<file path="config.mk">
export PLATFORM = sky130hd
export DESIGN_NAME = bubble_dout_capture
export DESIGN_NICKNAME = d
export VERILOG_FILES = /design/src/rtl/bubble_capture_pkg.sv /design/src/rtl/capture_fifo.sv /design/src/rtl/bubble_dout_capture.sv
export SDC_FILE = /design/constraint.sdc
export NUM_CORES = 1
export LEC_CHECK = 0
export ABC_AREA = 1
export BUFFER_PORTS_ARGS = -buffer_cell sky130_fd_sc_hd__buf_2
export CAP_MARGIN = 20
export CELL_PAD_IN_SITES_DETAIL_PLACEMENT = 0
export CELL_PAD_IN_SITES_GLOBAL_PLACEMENT = 1
export CORE_MARGIN = 2
export CORE_UTILIZATION = 36
export CTS_CLUSTER_DIAMETER = 200
export CTS_CLUSTER_SIZE = 12
export DETAILED_ROUTE_END_ITERATION = 7
export PLACE_DENSITY_LB_ADDON = 0.1
export SLEW_MARGIN = 5
export SYNTH_ARGS = -nofsm -noshare
export SYNTH_HDL_FRONTEND = slang
export SYNTH_SLANG_ARGS = --single-unit
</file>
<file path="constraint.sdc">
create_clock -name MCLK -period 2.6 [get_ports MCLK]
set_input_delay 0.13 -clock MCLK [delete_from_list [all_inputs] [get_ports MCLK]]
set_output_delay 0.13 -clock MCLK [all_outputs]
set_load 0.02 [all_outputs]
</file>
<file path="src/rtl/bubble_capture_pkg.sv">
// Shared types and defaults for the bubble DOUT capture block.
package bubble_capture_pkg;

    typedef enum logic [1:0] {
        IDLE,
        CAPTURE,
        CLOSE
    } state_e;

    localparam int NIBBLE_W             = 4;
    localparam int DEFAULT_SAMPLE_DELAY = 6;
    localparam int DEFAULT_FIFO_DEPTH   = 16;
    localparam int DEFAULT_CNT_W        = 13;

endpackage

</file>
<file path="src/rtl/capture_fifo.sv">
// Synchronous show-ahead FIFO; the head entry is visible on dout while not empty,
// and dout holds the most recently popped value once the FIFO drains.
module capture_fifo #(
    parameter int DEPTH  = 16,
    parameter int DATA_W = 8
) (
    input  logic              clk,
    input  logic              rst,
    input  logic              push,
    input  logic              pop,
    input  logic [DATA_W-1:0] din,
    output logic              full,
    output logic              empty,
    output logic [DATA_W-1:0] dout
);
    localparam int AW = $clog2(DEPTH);
    localparam logic [AW:0] PTR_ONE = 1;

    logic [AW:0]       wr_ptr_q, wr_ptr_d;
    logic [AW:0]       rd_ptr_q, rd_ptr_d;
    logic [DATA_W-1:0] last_q, last_d;
    logic [DATA_W-1:0] mem_q [DEPTH];
    logic              do_push, do_pop;

    assign empty   = (wr_ptr_q == rd_ptr_q);
    assign full    = (wr_ptr_q[AW] != rd_ptr_q[AW]) &&
                     (wr_ptr_q[AW-1:0] == rd_ptr_q[AW-1:0]);
    assign do_pop  = pop && !empty;
    assign do_push = push && (!full || do_pop);
    assign dout    = empty ? last_q : mem_q[rd_ptr_q[AW-1:0]];

    always_comb begin
        wr_ptr_d = wr_ptr_q;
        rd_ptr_d = rd_ptr_q;
        last_d   = last_q;
        if (do_push) begin
            wr_ptr_d = wr_ptr_q + PTR_ONE;
        end
        if (do_pop) begin
            rd_ptr_d = rd_ptr_q + PTR_ONE;
            last_d   = mem_q[rd_ptr_q[AW-1:0]];
        end
    end

    always_ff @(posedge clk or posedge rst) begin
        if (rst) begin
            wr_ptr_q <= '0;
            rd_ptr_q <= '0;
            last_q   <= '0;
        end else begin
            wr_ptr_q <= wr_ptr_d;
            rd_ptr_q <= rd_ptr_d;
            last_q   <= last_d;
        end
    end

    always_ff @(posedge clk) begin
        if (do_push) begin
            mem_q[wr_ptr_q[AW-1:0]] <= din;
        end
    end

endmodule

</file>
<file path="src/rtl/bubble_dout_capture.sv">
// Captures bubble DOUT nibbles on delayed CLKOUT rises inside the nGATE window,
// packs them into bytes and queues them for a valid/ready reader.
module bubble_dout_capture
    import bubble_capture_pkg::*;
#(
    parameter int SAMPLE_DELAY = DEFAULT_SAMPLE_DELAY,
    parameter int FIFO_DEPTH   = DEFAULT_FIFO_DEPTH,
    parameter int CNT_W        = DEFAULT_CNT_W
) (
    input  logic             MCLK,
    input  logic             RST,
    input  logic             CLKOUT,
    input  logic             nGATE,
    input  logic             DOUT0,
    input  logic             DOUT1,
    input  logic             DOUT2,
    input  logic             DOUT3,
    output logic [7:0]       RDDATA,
    output logic             RDVALID,
    input  logic             RDREADY,
    output logic [CNT_W-1:0] BYTECNT,
    output logic             OVERFLOW,
    output logic             PARTIAL,
    output logic             nBUSY
);
    localparam int BYTE_W = 2 * NIBBLE_W;
    localparam logic [3:0]       DELAY_LD = 4'(SAMPLE_DELAY);
    localparam logic [CNT_W-1:0] CNT_ONE  = 1;
    localparam logic [CNT_W-1:0] CNT_MAX  = '1;

    state_e                state_q, state_d;
    logic                  clkout_q;
    logic                  ngate_q, ngate_prev_q;
    logic [3:0]            dly_q, dly_d;
    logic                  phase_q, phase_d;
    logic [NIBBLE_W-1:0]   low_q, low_d;
    logic [CNT_W-1:0]      bytecnt_q, bytecnt_d;
    logic                  overflow_q, overflow_d;
    logic                  partial_q, partial_d;

    logic                  rise, strobe;
    logic                  push_req, push_ok;
    logic                  fifo_full, fifo_empty, fifo_pop;
    logic [NIBBLE_W-1:0]   dout_nib;
    logic [BYTE_W-1:0]     byte_in;

    assign dout_nib = {DOUT3, DOUT2, DOUT1, DOUT0};
    assign byte_in  = {dout_nib, low_q};
    assign rise     = CLKOUT && !clkout_q;
    assign fifo_pop = RDREADY && !fifo_empty;

    // A rise always restarts the countdown, so a rise arriving mid-count drops the pending sample.
    always_comb begin
        dly_d  = dly_q;
        strobe = 1'b0;
        if (rise) begin
            dly_d  = DELAY_LD;
            strobe = (DELAY_LD == 4'd0);
        end else if (dly_q != 4'd0) begin
            dly_d  = dly_q - 4'd1;
            strobe = (dly_q == 4'd1);
        end
    end

    always_comb begin
        state_d    = state_q;
        phase_d    = phase_q;
        low_d      = low_q;
        bytecnt_d  = bytecnt_q;
        overflow_d = overflow_q;
        partial_d  = partial_q;
        push_req   = 1'b0;
        case (state_q)
            IDLE: begin
                if (!ngate_q && ngate_prev_q) begin
                    bytecnt_d  = '0;
                    overflow_d = 1'b0;
                    partial_d  = 1'b0;
                    phase_d    = 1'b0;
                    state_d    = CAPTURE;
                end
            end
            CAPTURE: begin
                if (ngate_q) begin
                    state_d = CLOSE;
                end else if (strobe) begin
                    if (!phase_q) begin
                        low_d   = dout_nib;
                        phase_d = 1'b1;
                    end else begin
                        push_req = 1'b1;
                        phase_d  = 1'b0;
                    end
                end
            end
            CLOSE: begin
                if (phase_q) begin
                    partial_d = 1'b1;
                end
                phase_d = 1'b0;
                state_d = IDLE;
            end
            default: state_d = IDLE;
        endcase
        push_ok = push_req && (!fifo_full || fifo_pop);
        if (push_ok) begin
            if (bytecnt_q != CNT_MAX) begin
                bytecnt_d = bytecnt_q + CNT_ONE;
            end
        end else if (push_req) begin
            overflow_d = 1'b1;
        end
    end

    // Registered nGATE resets low so a window held open across reset is not seen as a new fall.
    always_ff @(posedge MCLK or posedge RST) begin
        if (RST) begin
            state_q      <= IDLE;
            clkout_q     <= 1'b0;
            ngate_q      <= 1'b0;
            ngate_prev_q <= 1'b0;
            dly_q        <= 4'd0;
            phase_q      <= 1'b0;
            low_q        <= '0;
            bytecnt_q    <= '0;
            overflow_q   <= 1'b0;
            partial_q    <= 1'b0;
        end else begin
            state_q      <= state_d;
            clkout_q     <= CLKOUT;
            ngate_q      <= nGATE;
            ngate_prev_q <= ngate_q;
            dly_q        <= dly_d;
            phase_q      <= phase_d;
            low_q        <= low_d;
            bytecnt_q    <= bytecnt_d;
            overflow_q   <= overflow_d;
            partial_q    <= partial_d;
        end
    end

    capture_fifo #(
        .DEPTH (FIFO_DEPTH),
        .DATA_W(BYTE_W)
    ) u_fifo (
        .clk  (MCLK),
        .rst  (RST),
        .push (push_ok),
        .pop  (RDREADY),
        .din  (byte_in),
        .full (fifo_full),
        .empty(fifo_empty),
        .dout (RDDATA)
    );

    assign RDVALID  = !fifo_empty;
    assign BYTECNT  = bytecnt_q;
    assign OVERFLOW = overflow_q;
    assign PARTIAL  = partial_q;
    assign nBUSY    = (state_q != CAPTURE);

endmodule
</file>
After elaboration in Yosys (flattened, before gate mapping)
Memories as Yosys holds them, arrays and structs flattened.
Index checks and enable logic that the tools add are counted.
{ "op_classes": {"bitwise_logic": 2, "eq_ne": 13, "add_sub_neg": 4, "mux": 29, "reduce_logical": 20} }
{ "op_table": {"columns": ["op", "n"], "rows": [
  ["$mux W13", 4],
  ["$mux W1", 17],
  ["$add A13 B1 Y13 const B", 1],
  ["$ne A13 B13 Y1 const B", 1],
  ["$add A5 B1 Y5 const B", 2],
  ["$ne A2 B2 Y1 const B", 5],
  ["$mux W4", 2],
  ["$mux W8", 1],
  ["$reduce_and A4 Y1", 2],
  ["$logic_and A1 B1 Y1", 6],
  ["$eq A5 B5 Y1", 1],
  ["$eq A4 B1 Y1 const B", 1],
  ["$eq A4 B4 Y1", 1],
  ["$logic_not A1 Y1", 4],
  ["$mux W2", 2],
  ["$pmux W2 S2", 1],
  ["$reduce_bool A2 Y1", 2],
  ["$reduce_bool A4 Y1", 1],
  ["$sub A4 B1 Y4 const B", 1],
  ["$pmux W1 S3", 1],
  ["$reduce_and A3 Y1", 1],
  ["$reduce_bool A3 Y1", 1],
  ["$eq A2 B1 Y1 const B", 1],
  ["$eq A2 B2 Y1 const B", 1],
  ["other kinds (7)", 8]
]} }
{ "totals": {"word_cells": 82, "ff_bits": 47, "ramBits": 128, "in_bits": 9, "n_memories": 1} }
{ "memory_table": {"columns": ["memory", "words", "word_bits", "read_ports", "rd_clocked_by_memory_dff", "wr", "line_no", "rtl"], "rows": [
  ["u_fifo.mem_q", 16, 8, 1, 0, 1, "capture_fifo.sv:22", "logic [DATA_W-1:0] mem_q [DEPTH];"]
]} }

Logic depth before layout (Yosys ltp)
Gate-level depths: netlist of run 1.
{ "logic_depth": {"word_depth": 10, "ltp_mapped": 13, "depth_no_buf": 10} }

Cells and area by module
Synthesis of run 1 repeated with hierarchy kept, for this count alone.
{ "hier_totals": {"hier_cells": 930, "area_unflattened_um2": 8375.5} }
{ "modules_own_cells": {"columns": ["mod", "seq_area_each_um2", "instances", "cells_per_inst", "area_per_inst_um2"], "rows": [
  ["capture_fifo", 4294.1, 1, 726, 6749.0],
  ["bubble_dout_capture", 725.7, 1, 204, 1626.6]
]} }

Least setup slack after synthesis of run 1
Ideal clock, no wire load.
{ "synth_timing": {"path_kind": "reg2reg", "startpoint": "register dly_q[0]", "endpoint": "memory u_fifo.mem_q[12][0] (enable)", "setup_time_ns": 0.383, "t_arrival_ns": 1.912, "slack_ns": 0.304, "path_buffers": 1, "path_stages_with_launch": 9, "required_time_ns": 2.217, "period_less_slack_ns": 2.296, "path_cell_list": "dfrtp_1 > inv_1 > ha_1 > nor2_1 > nand3_1 > nor3_2 > nand2_2 > buf_6 > nor3_1"} }
{ "synth_via": {"elab_chain_len": 10} }
{ "synth_rtl": {"columns": ["item", "line_no", "rtl"], "rows": [
  ["start, declared", "bubble_dout_capture.sv:34", "logic [3:0] dly_q, dly_d;"],
  ["start signal, assigned", "bubble_dout_capture.sv:133", "dly_q <= dly_d;"],
  ["$eq A4 B1 Y1 / $reduce_bool A4 Y1 (equally long branches)", "bubble_dout_capture.sv:61, bubble_dout_capture.sv:59", null],
  ["$mux W1 *", "bubble_dout_capture.sv:59", "end else if (dly_q != 4'd0) begin"],
  ["$mux W1 *", "bubble_dout_capture.sv:56", "if (rise) begin"],
  ["$mux W1 *", "bubble_dout_capture.sv:86", "end else if (strobe) begin"],
  ["$mux W1 *", "bubble_dout_capture.sv:84", "if (ngate_q) begin"],
  ["$mux W1 *", "bubble_dout_capture.sv:73", "case (state_q)"],
  ["$logic_and A1 B1 Y1 *", "bubble_dout_capture.sv:105", "push_ok = push_req && (!fifo_full || fifo_pop);"],
  ["$logic_and A1 B1 Y1 *", "capture_fifo.sv:29", "assign do_push = push && (!full || do_pop);"],
  ["$mux W1 *", "capture_fifo.sv:58", "if (do_push) begin"],
  ["$mux W1 (not written as such) *", "capture_fifo.sv:59", "mem_q[wr_ptr_q[AW-1:0]] <= din;"],
  ["end, declared", "capture_fifo.sv:22", null]
]} }
Mark *: on every way between the ends. The rest lies on a longest branch, timed or not.

Final worst setup path of run 1
{ "layout_timing": {"startpoint": "register u_fifo.rd_ptr_q[3]", "endpoint": "output RDDATA[5]"} }
{ "layout_via": {"elab_chain_len": 2} }
{ "layout_rtl": {"columns": ["item", "line_no", "rtl"], "rows": [
  ["start, declared", "capture_fifo.sv:20", "logic [AW:0] rd_ptr_q, rd_ptr_d;"],
  ["start signal, assigned", "capture_fifo.sv:52", "rd_ptr_q <= rd_ptr_d;"],
  ["$mem_v2 Z16 W8 / $eq A5 B5 Y1 (equally long branches)", null, null],
  ["$mux W8 *", "capture_fifo.sv:30", "assign dout = empty ? last_q : mem_q[rd_ptr_q[AW-1:0]];"],
  ["end, declared", "bubble_dout_capture.sv:18", "output logic [7:0] RDDATA,"]
]} }
Marks and branches as above.

==> impl_results.md, run 1 <==
* Status: finished clean
* Worst clock skew at 0.0134 ns
* Hold Violations, Final at 0
* Async SR Flop Fraction at 26.9%
* Routed wire per std cell at 16.1 um
* Arr. time, crit path at 2.25 ns
* Initial antenna violation count at 0
* Post-route ant nets at 0
* FILL cells at ~2300
* Port-buffer cells at 33
* Power Dens Cells at roughly 940 mW/mm2
* Top delay family on crit path: simple AND/OR/NAND/NOR gates
* Post-synthesis mux area share at 0%
* Total grt overflow at 0
* Final Total Pwr at 9.08 mW
* Max Clk Rate at roughly 420 MHz
* Setup bufs post-CTS at 0
* Final wirelength at 21.4 mm
* Core footprint at 0.0228 mm2
* Crit end category: primary output
* Sequential share of the synthesized area at 59.6%
* Num rows at 55
* Inserted Clock Buffers at 17
* Synth Area in XOR/XNOR at 1.25%
* Class of the worst hold path: in2reg
* Die W at 157 um
* Gr usage total at 18.7%
* Mapped Cells at 954
* Most frequent cell after synthesis: nand2_1
* Clk pin slew, worst setup/hold paths at 0.07 ns
* Post-synthesis register bit count at 175
* Die Span Y at 157 um
* Total Die Area at around 0.025 mm2
* Yosys top cell area share at approximately 46%
* Number of max-cap violations at 0
* Crit path top cell by count: nand2_1
* Sink Count at 175
* IO Pins at 34
* CP Depth at 9
* Syn Area/Cell at 8.83 um2
* CTS root buffer: clkbuf_16
* Maximum VDD drop at ~0.00045 V
* Synth Warn # at 0
* Initial Utilization at 37.0%
* Pins Over Slew Limit at 0
* Slew HR at 44.4%
* Largest family of logic cells by synthesized area: simple AND/OR/NAND/NOR gates
* Vias per cell at 4.50
* Vias in the first global route at 5928
* CP Cell Sequence: inv_2 -> nor2_1 -> nand2_1 -> nand2_1 -> inv_1 -> nand2_1 -> nand2_1 -> nand2_1 -> buf_2
* Setup violators final at 0
* Top cell type by total area after synthesis: edfxtp_1
* Share of layout cells above drive strength 1 at between 10% and 20%
* Pin count of the biggest net entering global routing at 49
* Area after DPL at 0.00900 mm2
* Critical Path Fanout Max at 10
* Compound-Gate Fraction of Synth Area at 0.965%
* Unrepaired setup endpoints after global routing: false
* Post-synth EDFFs at 128
* Crit start category: flip-flop
* R2R depth at 9
* # nets final at 1021
* Placed wire-length estimate at 13.9 mm
* Lkg Pwr at around 4.6 nW
* Cell area after layout at 0.00965 mm2
* N_diodes at 0
* Post-Syn Nets at 972
* Min Clock Period, post-route at 2.38 ns
* Largest stage delay, worst path at 0.54 ns
* Crit path buf inv count at 3
* Crit-path slowest cell: nor2_1
* Clk_lat worst skew at 0.43 ns
* CP Class: reg2out
* Most used DFF post-synth: edfxtp_1
* Post-route clock period utilization at 91.6%
* Synthesized cell area at 0.00843 mm2
* Synth cell types at 31
* Synth-to-layout area growth at 14.5%
* Hold Path Depth at 4
* H-tree depth at 4
* First-pass GRT wire length at 34.1 mm
* DRC at 0
* CP required at 2.47 ns
* Worst-margin pin slew at ~0.83 ns
* TritonCTS clock tree: done
* DRT Pass-1 Iters at 4
* Vias at 5980
* Synth top area cells: edfxtp_1 (46%), nand2_1 (16%), dfrtp_1 (14%), inv_1 (7.4%), nand3_1 (6.2%)
* Post-synth top cells: nand2_1 (361), inv_1 (165), edfxtp_1 (128), nand3_1 (105), dfrtp_1 (47)
* Global placement routability congestion at 0.763
* Longest Clk Path Bufs at 2
* Total negative slack at 0 ns
* Detailed Route Iter0 Violations at 318
* Area share of fa/ha/maj cells after synthesis at 1.34%
* Post-Synth Simple-Gate Area at between 20% and 30%
final timing paths:
| kind | slack [ns] | from | endpoint |
|---|---|---|---|
| min in group asynchronous | 0.20 | RST | u_fifo.last_q[0] |
| setup reg to reg | 0.37 | dly_q[1] | u_fifo.mem_q[4][4] |
| hold / removal | 0.11 | RDREADY | u_fifo.last_q[0] |
| max in group asynchronous | 1.62 | RST | low_q[3] |
| setup / recovery | 0.22 | u_fifo.rd_ptr_q[3] | RDDATA[5] |
| hold reg to reg | 0.44 | ngate_q | ngate_prev_q |
flip-flops by register name, summed over array words and instances, names as in the netlist, 2 cells and up:
| register | count |
|---|---|
| state_q | 2 |
| low_q | 4 |
| u_fifo.last_q | 8 |
| u_fifo.wr_ptr_q | 5 |
| dly_q | 4 |
| u_fifo.mem_q | 128 |
| BYTECNT | 13 |
| u_fifo.rd_ptr_q | 5 |
per-layer routing:
layer / part of all wire (%) / track usage (%)
met4: 1.7 / 5.90
met2: 48 / 30.9
met3: 3.0 / 3.08
met5: 0 / 0
met1: 47 / 25.3
final cells by class:
class / count / area, um2 / area share (%)
Clock buffer: 21 / 483 / 5.01
Clock inverter: 11 / 126 / 1.31
Inverter: 172 / 647 / 6.70
Multi-Input combinational cell: 576 / 2580 / 26.7
Sequential cell: 175 / 5020 / 52.0
Tap cell: 313 / 392 / 4.06
Timing Repair Buffer: 61 / 403 / 4.18
power breakdown:
group	switching [mW]	total, mW	internal (mW)	leakage (nW)
registers	0.312	3.59	3.28	1.78
clock network	1.10	2.64	1.54	0.298
logic	1.98	2.85	0.867	2.49
total	3.40	9.08	5.68	4.58
worst register-to-register path, stage by stage, from the launching register on:
cell and delay [ns]:
dfrtp_1 0.38, inv_1 0.12, ha_1 0.16, inv_1 0.04
nor2_1 0.15, nand3_1 0.13, nor3_2 0.22, nand2_2 0.29
nor3_1 0.25, buf_4 0.21
repair_timing:
item                                   4_1_cts  5_1_grt
setup endpoints to repair                    0        1
resized for setup                            0        2
hold buffers                                 3        0
endpoints found under the hold margin       14        0
cells in the final DEF, fill, tap and decap left out, types with 9 or more instances in the layout:
master and instances:
buf_2 33, buf_4 22, clkbuf_16 19, dfrtp_1 46, edfxtp_1 128, ha_1 9
inv_1 163, nand2_1 361, nand3_1 105, nand4_1 9, nor2_1 38, nor3_1 12
o21ai_0 13
metrics by stage:
step	std cells	hold slack (ns)	utilization, %	worst slack (ns)
5_1_grt	1329	0.136	42.4	0.0356
4_1_cts	1329	0.111	42.3	0.139
2_1_floorplan	954	0.161	-	0.304
3_5_place_dp	1294	0.0997	39.5	0.375
6_report	1329	0.114	42.4	0.217
3_3_place_gp	1294	0.0985	39.5	0.391
cell families after synthesis:
| group | count (synthesis) |
|---|---|
| XOR/XNOR | 12 |
| adder cells (fa/ha/maj) | 9 |
| buffers and inverters | 203 |
| AND/OR/NAND/NOR | 540 |
| AO/OA/AOI/OAI | 15 |
| flip-flops | 175 |
Power figures use the tool's default switching activity.
==> run 2, diff against run 1 <==
--- a/config.mk
+++ b/config.mk
@@ -11,11 +11,12 @@
 export CELL_PAD_IN_SITES_DETAIL_PLACEMENT = 0
 export CELL_PAD_IN_SITES_GLOBAL_PLACEMENT = 1
 export CORE_MARGIN = 2
-export CORE_UTILIZATION = 36
+export CORE_UTILIZATION = 32
 export CTS_CLUSTER_DIAMETER = 200
 export CTS_CLUSTER_SIZE = 12
 export DETAILED_ROUTE_END_ITERATION = 7
 export PLACE_DENSITY_LB_ADDON = 0.1
+export SKIP_CTS_REPAIR_TIMING = 1
 export SLEW_MARGIN = 5
 export SYNTH_ARGS = -nofsm -noshare
 export SYNTH_HDL_FRONTEND = slang
==> run 2 against run 1 <==
Effect of this change: register-to-register slack about the same; critical path depth up 2; sequential power about the same; critical endpoint is now RDDATA[4]; die area up 12%; clock skew up 0.0024 ns; hold slack better by 0.027 ns; total power up 0.24%; count of clock-buffer cells in the layout down 1.
==> impl_results.md, run 2 (synthesis results as in run 1) <==
* Status: finished clean
* Register area at 0.00502 mm2
* IO Pins at 34
* Vias per cell at 4.42
* Power Dens Cells at 941 mW/mm2
* Initial Utilization at 32.4%
* Core footprint at around 0.026 mm2
* Final wirelength at ~22 mm
* Maximum VDD drop at 0.000401 V
* Total Die Area at 0.0276 mm2
* Crit path buf inv count at 3
* Arr. time, crit path at between 2 and 2.5 ns
* Global placement routability congestion at 0.746
* Num rows at 59
* Unrepaired setup endpoints after global routing: false
* Port-buffer cells at 33
* PnR worst setup slack at ~0.22 ns
* Setup violators final at 0
* Lkg Pwr at 4.55 nW
* Sink Count at roughly 180
* First-pass GRT wire length at 34.9 mm
* CP Class: reg2out
* Clk pin slew, worst setup/hold paths at 0.07 ns
* N_diodes at 0
* DRC at 0
* Routed wire per std cell at 16.3 um
* Pins Over Slew Limit at 0
* Footprint of the multi-input gates at 0.00258 mm2
* Hold Violations, Final at 0
* Number of max-cap violations at 0
* Slew HR at a little over two fifths
* Initial antenna violation count at 0
* Worst-margin pin slew at roughly 0.85 ns
* Crit start category: flip-flop
* Class of the worst hold path: in2reg
* Die Span Y at 166 um
* Max reg flops at 128
* Combinational Power Share at 32.5%
* Detailed Route Iter0 Violations at 358
* Post-route clock period utilization at 91.4%
* CP Cell Sequence: buf_4 -> nand2_1 -> nand3_1 -> nand2_1 -> nand2_1 -> nand2_1 -> inv_1 -> nand2_1 -> nand2_1 -> nand2_1 -> buf_2
* H-tree depth at 4
* Share of layout cells above drive strength 1 at between 10% and 20%
* Most frequent cells in the layout: nand2_1 (361), inv_1 (163), edfxtp_1 (128)
* Crit path top cell by count: nand2_1
* Critical Path Fanout Max at 31
* Top delay family on crit path: simple AND/OR/NAND/NOR gates
* Total negative slack at 0 ns
* CTS root buffer: clkbuf_16
* Vias in the first global route at 5904
* Total grt overflow at 0
* Internal Power at 5.62 mW
* Pin count of the biggest net entering global routing at 49
* Gr usage total at 16.6%
* Min Hold Slack at 0.140 ns
* Worst clock skew at 0.0157 ns
* NetSw at 3.48 mW
* Crit-path slowest cell: dfrtp_2
* Synth-to-layout area growth at 14.8%
* Largest stage delay, worst path at 0.48 ns
* Power share of the clock group at 28.1%
* FILL cells at between 2000 and 3000
* Commonest non-fill, non-tap cell in the layout: nand2_1
* Longest Clk Path Bufs at 2
* Post-place setup slack at approximately 0.37 ns
* Min Clock Period, post-route at 2.38 ns
* Sw frac at a little under two fifths
* CP required at 2.47 ns
* # nets final at 1023
* DRT Pass-1 Iters at 5
* Inserted Clock Buffers at 17
* Placed wire-length estimate at approximately 14 mm
* Clk_lat worst skew at 0.43 ns
* Crit end category: primary output
* TritonCTS clock tree: done
* Post-route ant nets at 0
* Seq pwr share at 39.4%
* Die W at 166 um
* Final Total Pwr at 9.10 mW
* Vias at 5980
* Max Clk Rate at 421 MHz
==> run 2: cell count changes in the layout (fill, tap and decap cells not counted), sizes merged <==
cell / change
inv: -1
clkinvlp: +5
buf: +2
clkinv: -3
clkbuf: -1
==> run 2: stage by stage <==
step,instance area (um2),util (%),cells
after floorplan,8430,-,954
after global placement,9060,34.9,1318
after detailed placement,9060,34.9,1318
after CTS,9640,37.1,1350
after global routing,9670,37.2,1353
final,9670,37.2,1353
==> run 2: layer usage <==
metal	share of wire (%)	vias up	routed length [um]	global-route usage [%]
met4	0.71	0	156	4.16
met5	0	-	0	0
met1	49	2806	10900	23.6
met3	2.5	14	554	2.14
li1	-	3088	-	-
met2	47	72	10400	27.0
==> run 2: worst paths after layout <==
kind                                 endpoint  depth (start not counted)  slack, ns               start
min reg2reg                      ngate_prev_q                          0       0.45             ngate_q
max                                 RDDATA[4]                         11       0.22  u_fifo.rd_ptr_q[0]
max in group asynchronous            low_q[1]                          4       1.62                 RST
max reg2reg                u_fifo.mem_q[5][0]                          8       0.36            dly_q[0]
min                          u_fifo.last_q[5]                          4       0.14             RDREADY
min in group asynchronous  u_fifo.rd_ptr_q[1]                          3       0.19                 RST
==> run 2: area by class of cell <==
type | instances | share of cell area, %
Clock buffer | 20 | 4.62
Clock inverter | 12 | 1.40
Inverter | 172 | 6.69
Multi-Input combinational cell | 576 | 26.7
Sequential cell | 175 | 51.9
Tap cell | 335 | 4.33
Timing Repair Buffer | 63 | 4.37
==> run 2: tightest hold or removal path, delay by kind of cell <==
kind	cells	cell delay [ns]
AND/OR/NAND/NOR	3	0.26
buffers and inverters	1	0.13
==> run 2: power by group through the flow <==
stage	sequential, mW	combinational (mW)	clock, mW
after floorplan	3.47	2.07	0
after global placement	3.66	3.05	0
after detailed placement	3.65	3.04	0
after CTS	3.60	3.05	2.62
after global routing	3.63	3.37	2.72
final	3.59	2.96	2.56
==> run 3, diff against run 2 <==
--- a/config.mk
+++ b/config.mk
@@ -8,14 +8,12 @@
 export ABC_AREA = 1
 export BUFFER_PORTS_ARGS = -buffer_cell sky130_fd_sc_hd__buf_2
 export CAP_MARGIN = 20
-export CELL_PAD_IN_SITES_DETAIL_PLACEMENT = 0
-export CELL_PAD_IN_SITES_GLOBAL_PLACEMENT = 1
 export CORE_MARGIN = 2
 export CORE_UTILIZATION = 32
 export CTS_CLUSTER_DIAMETER = 200
 export CTS_CLUSTER_SIZE = 12
 export DETAILED_ROUTE_END_ITERATION = 7
-export PLACE_DENSITY_LB_ADDON = 0.1
+export GPL_TIMING_DRIVEN = 1
 export SKIP_CTS_REPAIR_TIMING = 1
 export SLEW_MARGIN = 5
 export SYNTH_ARGS = -nofsm -noshare
==> constraint.sdc (replaced) <==
create_clock -name MCLK -period 2.1 [get_ports MCLK]
set_input_delay 0.105 -clock MCLK [delete_from_list [all_inputs] [get_ports MCLK]]
set_output_delay 0.105 -clock MCLK [all_outputs]
set_load 0.02 [all_outputs]
==> run 3 against run 2 <==
Effect of this change: the flow now finishes with violations (setup timing); count of clock-buffer cells in the layout is 1 lower; critical endpoint unchanged; largest cell class unchanged; highest routed layer unchanged; setup slack worse by 0.30 ns; wire length fell by 5.9%.
==> impl_results.md, run 3 (synthesis results as in run 1) <==
* Status: complete, but fails checks
* Failing checks: setup timing
* Total Die Area at around 0.028 mm2
* Share of layout cells above drive strength 1 at 19.2%
* Max reg flops at ~130
* Area after DPL at a little over 0.009 mm2
* Placed cells at 1334
* Crit-path slowest cell: dfrtp_2
* Post-route ant nets at 0
* Internal Power at 7.81 mW
* CP Class: reg2out
* Power share of the clock group at 25.2%
* H-tree depth at 4
* Combinational Power Share at 39.6%
* Port-buffer cells at 33
* Number of max-cap violations at 0
* Cell area after layout at between 0.01 and 0.015 mm2
* Die Span Y at 166 um
* Routed wire per std cell at ~15 um
* IO Pins at 34
* First-pass GRT wire length at ~32 mm
* Core footprint at 0.0260 mm2
* Worst reg-to-reg setup slack at roughly 0.090 ns
* Pin count of the biggest net entering global routing at 34
* Post-route clock period utilization at 104%
* Max Clk Rate at approximately 460 MHz
* Crit path buf inv count at 4
* CP Cell Sequence: inv_8 -> buf_4 -> buf_6 -> nand2_1 -> nand3_1 -> nand3_1 -> nand3_2 -> nand2_4 -> nand2_1 -> nand2_1 -> buf_4
* CTS root buffer: clkbuf_16
* Critical Path Fanout Max at 8
* DRC at 0
* Class of the worst hold path: in2reg
* Detailed Route Iter0 Violations at 595
* Min Clock Period, post-route at 2.18 ns
* Post-place setup slack at 0.0838 ns
* DRT Pass-1 Iters at 4
* Slew HR at 49.3%
* FILL cells at 2538
* TritonCTS clock tree: done
* Worst-margin pin slew at 0.760 ns
* Crit path top cell by count: nand2_1
* Power Dens Cells at roughly 1200 mW/mm2
* Post-Layout Cell Count at between 1000 and 1500
* Vias in the first global route at 6027
* Seq pwr share at 35.2%
* Final wirelength at 20.7 mm
* Total negative slack at -0.446 ns
* CP required at 2.00 ns
* Sink Count at 175
* Total grt overflow at 0
* Footprint of the multi-input gates at around 0.0028 mm2
* Maximum VDD drop at about 0.00069 V
* Pins Over Slew Limit at 0
* Register area at 0.00502 mm2
* N_diodes at 0
* Commonest non-fill, non-tap cell in the layout: nand2_1
* Crit start category: flip-flop
* Most frequent cells in the layout: nand2_1 (333), inv_1 (156), edfxtp_1 (128)
* Largest stage delay, worst path at 0.55 ns
* Longest Clk Path Bufs at 2
* Placed wire-length estimate at 13.6 mm
* Vias at 6304
* Top delay family on crit path: simple AND/OR/NAND/NOR gates
* Inserted Clock Buffers at 17
* Crit end category: primary output
* Global placement routability congestion at about 0.86
* Num rows at roughly 60
* NetSw at 4.63 mW
* Clk pin slew, worst setup/hold paths at 0.06 ns
* Unrepaired setup endpoints after global routing: true
* # nets final at around 1100
* Worst clock skew at 0.0106 ns
* Sw frac at 37.2%
* Arr. time, crit path at 2.08 ns
* Hold Violations, Final at 0
* Clk_lat worst skew at 0.44 ns
* Synth-to-layout area growth at 22.6%
* Vias per cell at roughly 4.6
* Setup violators final at 8
* Initial antenna violation count at 0
* PnR worst setup slack at -0.0806 ns
* Layout Utilization at between 30 and 40%
* Gr usage total at 15.0%
* Die W at approximately 170 um
* Lkg Pwr at 4.84 nW
* Initial Utilization at between 30 and 40%
[run 3: cell count changes in the layout (fill, tap and decap cells not counted), moves of 6 or more]
| cell | before | now |
|---|---|---|
| nand2_1 | 361 | 333 |
| nand2_2 | 1 | 28 |
| buf_6 | 0 | 14 |
| buf_4 | 25 | 38 |
| nand3_1 | 105 | 93 |
| nand3_2 | 2 | 13 |
| buf_2 | 33 | 24 |
| inv_1 | 163 | 156 |
| inv_2 | 7 | 13 |
| nor3_1 | 12 | 6 |
[run 3: path summary, 6_finish.rpt]
kind                               startpoint            endpoint  depth (start not counted)
max                        u_fifo.rd_ptr_q[0]           RDDATA[4]                         11
min                                   RDREADY  u_fifo.rd_ptr_q[4]                          4
max reg2reg                          dly_q[1]  u_fifo.mem_q[5][3]                         10
min reg2reg                           ngate_q        ngate_prev_q                          0
max in group asynchronous                 RST             ngate_q                          4
min in group asynchronous                 RST          BYTECNT[5]                          3
[run 3: power groups by stage]
stage | clock (mW) | sequential (mW) | combinational, mW
global placement | 0 | 4.41 | 3.77
CTS | 3.18 | 4.35 | 3.82
finish | 3.13 | 4.38 | 4.93
global route | 3.32 | 4.41 | 5.36
detailed placement | 0 | 4.41 | 3.79
floorplan | 0 | 4.30 | 2.57
[run 3: final cells by class]
| cell class | count | share of cell area (%) |
|---|---|---|
| Multi-Input combinational cell | 576 | 27.0 |
| Tap cell | 335 | 4.06 |
| Clock inverter | 12 | 1.32 |
| Clock buffer | 19 | 4.39 |
| Inverter | 172 | 6.37 |
| Sequential cell | 175 | 48.6 |
| Timing Repair Buffer | 91 | 8.21 |
[run 3: through the flow]
| step | hold slack [ns] | power, mW |
|---|---|---|
| finish | 0.0376 | 12.4 |
| global route | 0.0276 | 13.1 |
| CTS | -0.260 | 11.3 |
| detailed placement | 0.192 | 8.21 |
| global placement | 0.194 | 8.18 |
| floorplan | 0.136 | 6.87 |
[run 3: routing by layer]
layer  routed length, um  global-route usage (%)
met3                 871                    2.93
met5                   0                       0
met2               10300                    25.7
met4                 483                    5.77
met1                9000                    18.9
[run 3: tightest hold or removal path, delay by kind of cell]
kind / cells / cell delay [ns]
AND/OR/NAND/NOR: 3 / 0.21
buffers and inverters: 1 / 0.12
